`src/rtl/uart_pkg.sv`:
```
// Shared UART definitions: parity encodings, serialiser states, default baud divider.
// Shared by the transmitter and the receiver so both sides agree on frame encoding.
package uart_pkg;

    localparam int PAR_NONE = 0;
    localparam int PAR_ODD  = 1;
    localparam int PAR_EVEN = 2;

    // 25 MHz core clock at 115200 baud
    localparam int DEFAULT_CLKS_PER_BIT = 217;

    typedef enum logic [2:0] {
        IDLE,
        START,
        DATA,
        PAR,
        STOP
    } uartState_t;

endpackage

```
`src/rtl/uart_sync_fifo.sv`:
```
// Synchronous FIFO with a combinational head read; pushes and pops take effect on the edge.
// A push while full or a pop while empty is ignored, so callers may drive push/pop freely.
module uart_sync_fifo #(
    parameter int WIDTH = 8,
    parameter int DEPTH = 4
) (
    input  logic                     clk,
    input  logic                     rst,
    input  logic                     push,
    input  logic [WIDTH-1:0]         pushData,
    input  logic                     pop,
    output logic [WIDTH-1:0]         popData,
    output logic                     full,
    output logic                     empty,
    output logic [$clog2(DEPTH):0]   count
);
    localparam int AW = $clog2(DEPTH);

    logic [WIDTH-1:0] mem [DEPTH];
    logic [AW-1:0]    wrPtr;
    logic [AW-1:0]    rdPtr;
    logic             doPush;
    logic             doPop;

    assign full    = (count == (AW + 1)'(DEPTH));
    assign empty   = (count == '0);
    assign doPush  = push && !full;
    assign doPop   = pop && !empty;
    assign popData = mem[rdPtr];

    // Pointers wrap naturally because DEPTH is a power of two
    always_ff @(posedge clk) begin
        if (rst) begin
            wrPtr <= '0;
            rdPtr <= '0;
            count <= '0;
        end else begin
            if (doPush) wrPtr <= wrPtr + 1'b1;
            if (doPop)  rdPtr <= rdPtr + 1'b1;
            case ({doPush, doPop})
                2'b10:   count <= count + 1'b1;
                2'b01:   count <= count - 1'b1;
                default: count <= count;
            endcase
        end
    end

    always_ff @(posedge clk) begin
        if (doPush) mem[wrPtr] <= pushData;
    end

endmodule

```
`src/rtl/uart_tx_framed.sv`:
```
// Buffered UART transmitter: start bit appears two edges after a push into an idle block,
// queued frames follow back-to-back; tx_ready drops while the input FIFO is full.
module uart_tx_framed
    import uart_pkg::*;
#(
    parameter int DATA_BITS    = 8,
    parameter int PARITY       = PAR_NONE,
    parameter int STOP_BITS    = 1,
    parameter int CLKS_PER_BIT = DEFAULT_CLKS_PER_BIT,
    parameter int FIFO_DEPTH   = 4
) (
    input  logic                          clk,
    input  logic                          rst,
    input  logic [DATA_BITS-1:0]          tx_data,
    input  logic                          tx_valid,
    output logic                          tx_ready,
    output logic                          tx,
    output logic                          busy,
    output logic [$clog2(FIFO_DEPTH):0]   fifo_count
);
    localparam int   CW      = $clog2(CLKS_PER_BIT + 1);
    localparam logic ODD_INV = (PARITY == PAR_ODD);

    generate
        if (DATA_BITS < 5 || DATA_BITS > 8 || (STOP_BITS != 1 && STOP_BITS != 2) ||
            PARITY < 0 || PARITY > 2 || CLKS_PER_BIT < 1 || FIFO_DEPTH < 2 ||
            (FIFO_DEPTH & (FIFO_DEPTH - 1)) != 0) begin : gIllegalParams
            $error("uart_tx_framed: illegal parameter combination");
        end
    endgenerate

    uartState_t           state;
    logic [DATA_BITS-1:0] shiftReg;
    logic [DATA_BITS-1:0] headData;
    logic [CW-1:0]        baudCnt;
    logic [2:0]           bitIdx;
    logic                 parityBit;
    logic                 loadParity;
    logic                 txActive;
    logic                 fifoFull;
    logic                 fifoEmpty;
    logic                 bitEnd;
    logic                 lastStop;
    logic                 loadWord;

    assign bitEnd     = (baudCnt == CW'(CLKS_PER_BIT - 1));
    assign lastStop   = (bitIdx == 3'(STOP_BITS - 1));
    assign loadWord   = !fifoEmpty && ((state == IDLE) || (state == STOP && bitEnd && lastStop));
    assign loadParity = (^headData) ^ ODD_INV;

    uart_sync_fifo #(
        .WIDTH (DATA_BITS),
        .DEPTH (FIFO_DEPTH)
    ) uFifo (
        .clk      (clk),
        .rst      (rst),
        .push     (tx_valid),
        .pushData (tx_data),
        .pop      (loadWord),
        .popData  (headData),
        .full     (fifoFull),
        .empty    (fifoEmpty),
        .count    (fifo_count)
    );

    assign tx_ready = !fifoFull;
    // txActive covers the final stop bit, which tx shows one edge after the FSM leaves STOP
    assign busy     = !fifoEmpty || (state != IDLE) || txActive;

    always_ff @(posedge clk) begin
        if (rst) begin
            state     <= IDLE;
            shiftReg  <= '0;
            baudCnt   <= '0;
            bitIdx    <= '0;
            parityBit <= 1'b0;
            txActive  <= 1'b0;
            tx        <= 1'b1;
        end else begin
            txActive <= (state != IDLE);
            baudCnt  <= bitEnd ? '0 : baudCnt + 1'b1;
            case (state)
                IDLE: begin
                    tx      <= 1'b1;
                    baudCnt <= '0;
                    if (loadWord) begin
                        shiftReg  <= headData;
                        parityBit <= loadParity;
                        state     <= START;
                    end
                end
                START: begin
                    tx <= 1'b0;
                    if (bitEnd) begin
                        bitIdx <= '0;
                        state  <= DATA;
                    end
                end
                DATA: begin
                    tx <= shiftReg[0];
                    if (bitEnd) begin
                        shiftReg <= shiftReg >> 1;
                        if (bitIdx == 3'(DATA_BITS - 1)) begin
                            bitIdx <= '0;
                            state  <= (PARITY != PAR_NONE) ? PAR : STOP;
                        end else begin
                            bitIdx <= bitIdx + 1'b1;
                        end
                    end
                end
                PAR: begin
                    tx <= parityBit;
                    if (bitEnd) begin
                        bitIdx <= '0;
                        state  <= STOP;
                    end
                end
                STOP: begin
                    tx <= 1'b1;
                    if (bitEnd) begin
                        if (lastStop) begin
                            bitIdx <= '0;
                            // Chain straight into the next start bit when a word is waiting
                            if (loadWord) begin
                                shiftReg  <= headData;
                                parityBit <= loadParity;
                                state     <= START;
                            end else begin
                                state <= IDLE;
                            end
                        end else begin
                            bitIdx <= bitIdx + 1'b1;
                        end
                    end
                end
                default: state <= IDLE;
            endcase
        end
    end

endmodule

```
`config.mk`:
```
export PLATFORM = sky130hd
export DESIGN_NAME = uart_tx_framed
export DESIGN_NICKNAME = d
export VERILOG_FILES = /design/src/rtl/uart_pkg.sv /design/src/rtl/uart_sync_fifo.sv /design/src/rtl/uart_tx_framed.sv
export SDC_FILE = /design/constraint.sdc
export NUM_CORES = 1
export LEC_CHECK = 0
export CAP_MARGIN = 10
export CORE_ASPECT_RATIO = 0.9
export CORE_UTILIZATION = 45
export CTS_CLUSTER_DIAMETER = 150
export DETAILED_ROUTE_END_ITERATION = 10
export PLACE_DENSITY = 0.66
export SLEW_MARGIN = 10
export SYNTH_ARGS = -nofsm -noshare
export SYNTH_HDL_FRONTEND = slang
export SYNTH_HIERARCHICAL = 1
export SYNTH_SLANG_ARGS = --single-unit
```
`constraint.sdc`:
```
create_clock -name clk -period 3.6 [get_ports clk]
set_clock_uncertainty 0.2 [all_clocks]
set_input_delay 0.9 -clock clk [delete_from_list [all_inputs] [get_ports clk]]
set_output_delay 0.9 -clock clk [all_outputs]
set_load 0.005 [all_outputs]
```
==> flow_summary_export.csv <==
group,metric,value,unit
outcome,status,"completed",
clocking,cts_resized,0,
sta,period_share,86.86,%
placement,hpwl,3274,um
sta,final_max_slew_viol_count,0,
power,switching_power,753.3,uW
placement,post-place-cells,342,
floorplan,rows,27,
global_route,antenna_found_initial,0,
setup_path,cp.arrival,3200,ps
floorplan,die-area,7052,sq um
setup_path,required,3670,ps
logic_synthesis,synthFlopType,"dfxtp_1",
clocking,clock-root-buffer,"clkbuf_8",
floorplan,ios,17,
power,p_leak,0.001180,uW
logic_synthesis,synth_fp_nets,269,
sta,max_freq,0.3198,GHz
floorplan,initial_core_util,47.87,%
logic_synthesis,yosysSeqAreaShare,54.28,%
global_route,grt_pass1_wl,8004,um
cells_and_area,diodes,0,
global_route,gr-total-overflow,0,
placement,pre_cts_ws,513.8,ps
detailed_routing,wl_per_cell,13.34,um
floorplan,die_y,79.77,um
clocking,cts_tree,"yes",
floorplan,core,6317,sq um
power,switching_share,30.06,%
power,clkPwrFrac,29.0,%
detailed_routing,dr.pass1.iters,4,
detailed_routing,drt_iter0_markers,69,
sta,tightest_slew,563.2,ps
logic_synthesis,synth_top_area_share,31.77,%
clocking,cts_sinks,66,
power,power,2506,uW
cells_and_area,syn_to_final_growth,14.98,%
placement,gp_congestion,0.7653,
floorplan,die_w,88.41,um
logic_synthesis,async_reset_ff_share,0,%
global_route,grt_pass1_vias,1717,
sta,fin_crit,3127,ps
clocking,cts_max_level,3,
clocking,postCtsSetupBuffers,0,
detailed_routing,avgViaCountPerCell,5.112,
sta,whs,295.3,ps
global_route,grt.total_usage,15.49,%
sta,rsz0062_at_grt,"no",
clocking,clk_path_buf_depth,2,
logic_synthesis,ys_top_cells_by_area,"edfxtp_1, dfxtp_1, mux4_2",
detailed_routing,drtAntennaViolNets,0,
logic_synthesis,synthTopCellsByCount,"dfxtp_1, edfxtp_1, nor2_1",
logic_synthesis,synth.avg_cell_area,12.24,sq um
logic_synthesis,synth.distinct_cells,51,
sta,finalSetupTns,0,ps
detailed_routing,finalWirelength,4776,um
logic_synthesis,syn_inst,247,
clocking,clk_latency,340,ps
logic_synthesis,yosys_warnings,6,
power,power_density,720.7,nW/um^2
setup_path,path_class,"flip-flop to flip-flop",
setup_path,cp-start-kind,"flip-flop",
clocking,cts_hold_buf,0,
logic_synthesis,synth_area,3024,sq um
logic_synthesis,ys_ff_latch,66,
detailed_routing,drc,0,
sta,setup_ws,473.2,ps
cells_and_area,nets,288,
power,irDropWorstVdd,0.4196,mV
sta,slew_headroom,62.40,%
clocking,path_clk_slew,70,ps
worst_hold_path,hp-class,"flip-flop to flip-flop",
power,seq_power_share,40.9,%
clocking,cts_buffers,9,
global_route,grt_max_degree,26,
detailed_routing,vias,1830,
sta,hold_viol,0,
setup_path,worstSetupEndpointType,"flip-flop",
cells_and_area,final_cells,358,
job,cap_violations,0,
logic_synthesis,synth-edff-count,32,
power,power.internal,1753,uW
setup_path,path_max_fanout,5,
logic_synthesis,yosysMostFrequentCell,"dfxtp_1",
logic_synthesis,synth_top_area_cell,"edfxtp_1",
sta,setup_viol,0,
cells_and_area,drive_above_1_share,13.65,%
placement,portBuffers,16,
power,power_frac_comb,30.1,%
==> area by class of cell <==
type / count / area (sq um)
multi-input combinational: 156 / 1261
fill: 525 / 2840
tap: 87 / 108.9
clock inverter: 6 / 106.4
inverter: 15 / 56.30
clock buffer: 10 / 127.6
sequential: 66 / 1642
timing repair buffer: 18 / 175.2
==> critical path, cell delays in order (launching register included) <==
cell       delay [ps]
dfxtp_1           340
inv_1              60
ha_1              220
nand2b_4           80
a2111oi_4         450
o21a_1            280
o31ai_1           130
inv_1              80
ha_1              170
inv_1              60
fa_1              370
xor2_1            160
or3_1             310
a21oi_1           140
==> path summary, 6_finish.rpt <==
path / start / end / slack (ps) / cells past startpoint
worst max-delay path: bitIdx[0] / uFifo/count[2] / 470 / 13
worst min-delay path: uFifo/rdPtr[1] / flip-flop / 300 / 2
worst max register to register: bitIdx[0] / uFifo/count[2] / 470 / 13
worst min register to register: uFifo/rdPtr[1] / flip-flop / 300 / 2
==> power by group through the flow <==
stage	registers (uW)	logic, uW	clock network [uW]
2_1_floorplan	990	666	0
3_3_place_gp	1050	748	0
3_5_place_dp	1050	761	0
4_1_cts	1030	765	750
5_1_grt	1050	847	779
6_report	1030	754	726
==> flip-flops by register name, summed over array words and instances (netlist names), named ones only <==
name and cells:
shiftReg 8, parityBit 1, uFifo/mem 32, uFifo/wrPtr 2
state 3, txActive 1, bitIdx 3, uFifo/rdPtr 2
baudCnt 8, tx 1, uFifo/count 3
==> cells by family (layout without fill, tap and decap cells) <==
kind of cell / Yosys count / count (layout) / synth area share, %
AO/OA/AOI/OAI: 34 / 34 / 8.731
XOR/XNOR: 16 / 16 / 4.634
adder cells (fa/ha/maj): 11 / 11 / 4.799
buffers and inverters: 25 / 49 / 4.013
flip-flops: 66 / 66 / 54.28
multiplexers: 17 / 17 / 8.937
AND/OR/NAND/NOR: 78 / 78 / 14.60
==> placed cells by master, fill, tap and decap left out, types with 3 or more instances in the layout <==
master	count
a211oi_1	5
a211oi_2	3
a21oi_1	10
and2_1	4
and3_1	4
bufinv_16	3
clkbuf_8	9
clkdlybuf4s50_1	16
dfxtp_1	34
edfxtp_1	32
ha_1	10
inv_1	15
mux2i_1	9
mux4_2	8
nand2_1	4
nand2b_1	5
nand3_1	9
nor2_1	23
nor2_2	3
nor2b_1	3
nor3_1	5
o21ai_0	5
or3_1	3
xnor2_1	8
xor2_1	8
==> stage by stage <==
| stage | utilization [%] | cell area [sq um] |
|---|---|---|
| final | 55.04 | 3477 |
| after global routing | 55.04 | 3477 |
| after CTS | 55.04 | 3477 |
| after detailed placement | 51.34 | 3243 |
| after global placement | 51.34 | 3243 |
| after floorplan | - | 3024 |
==> per-layer routing <==
metal  vias up  GRT usage, %  wire length [um]
met5         -             0                 0
met4         0         5.323                37
met3         8         6.205               184
met2        27         23.85              2301
met1       869         19.73              2253
li1        926             -                 -
Note: power is estimated with default switching activity, not from simulation.
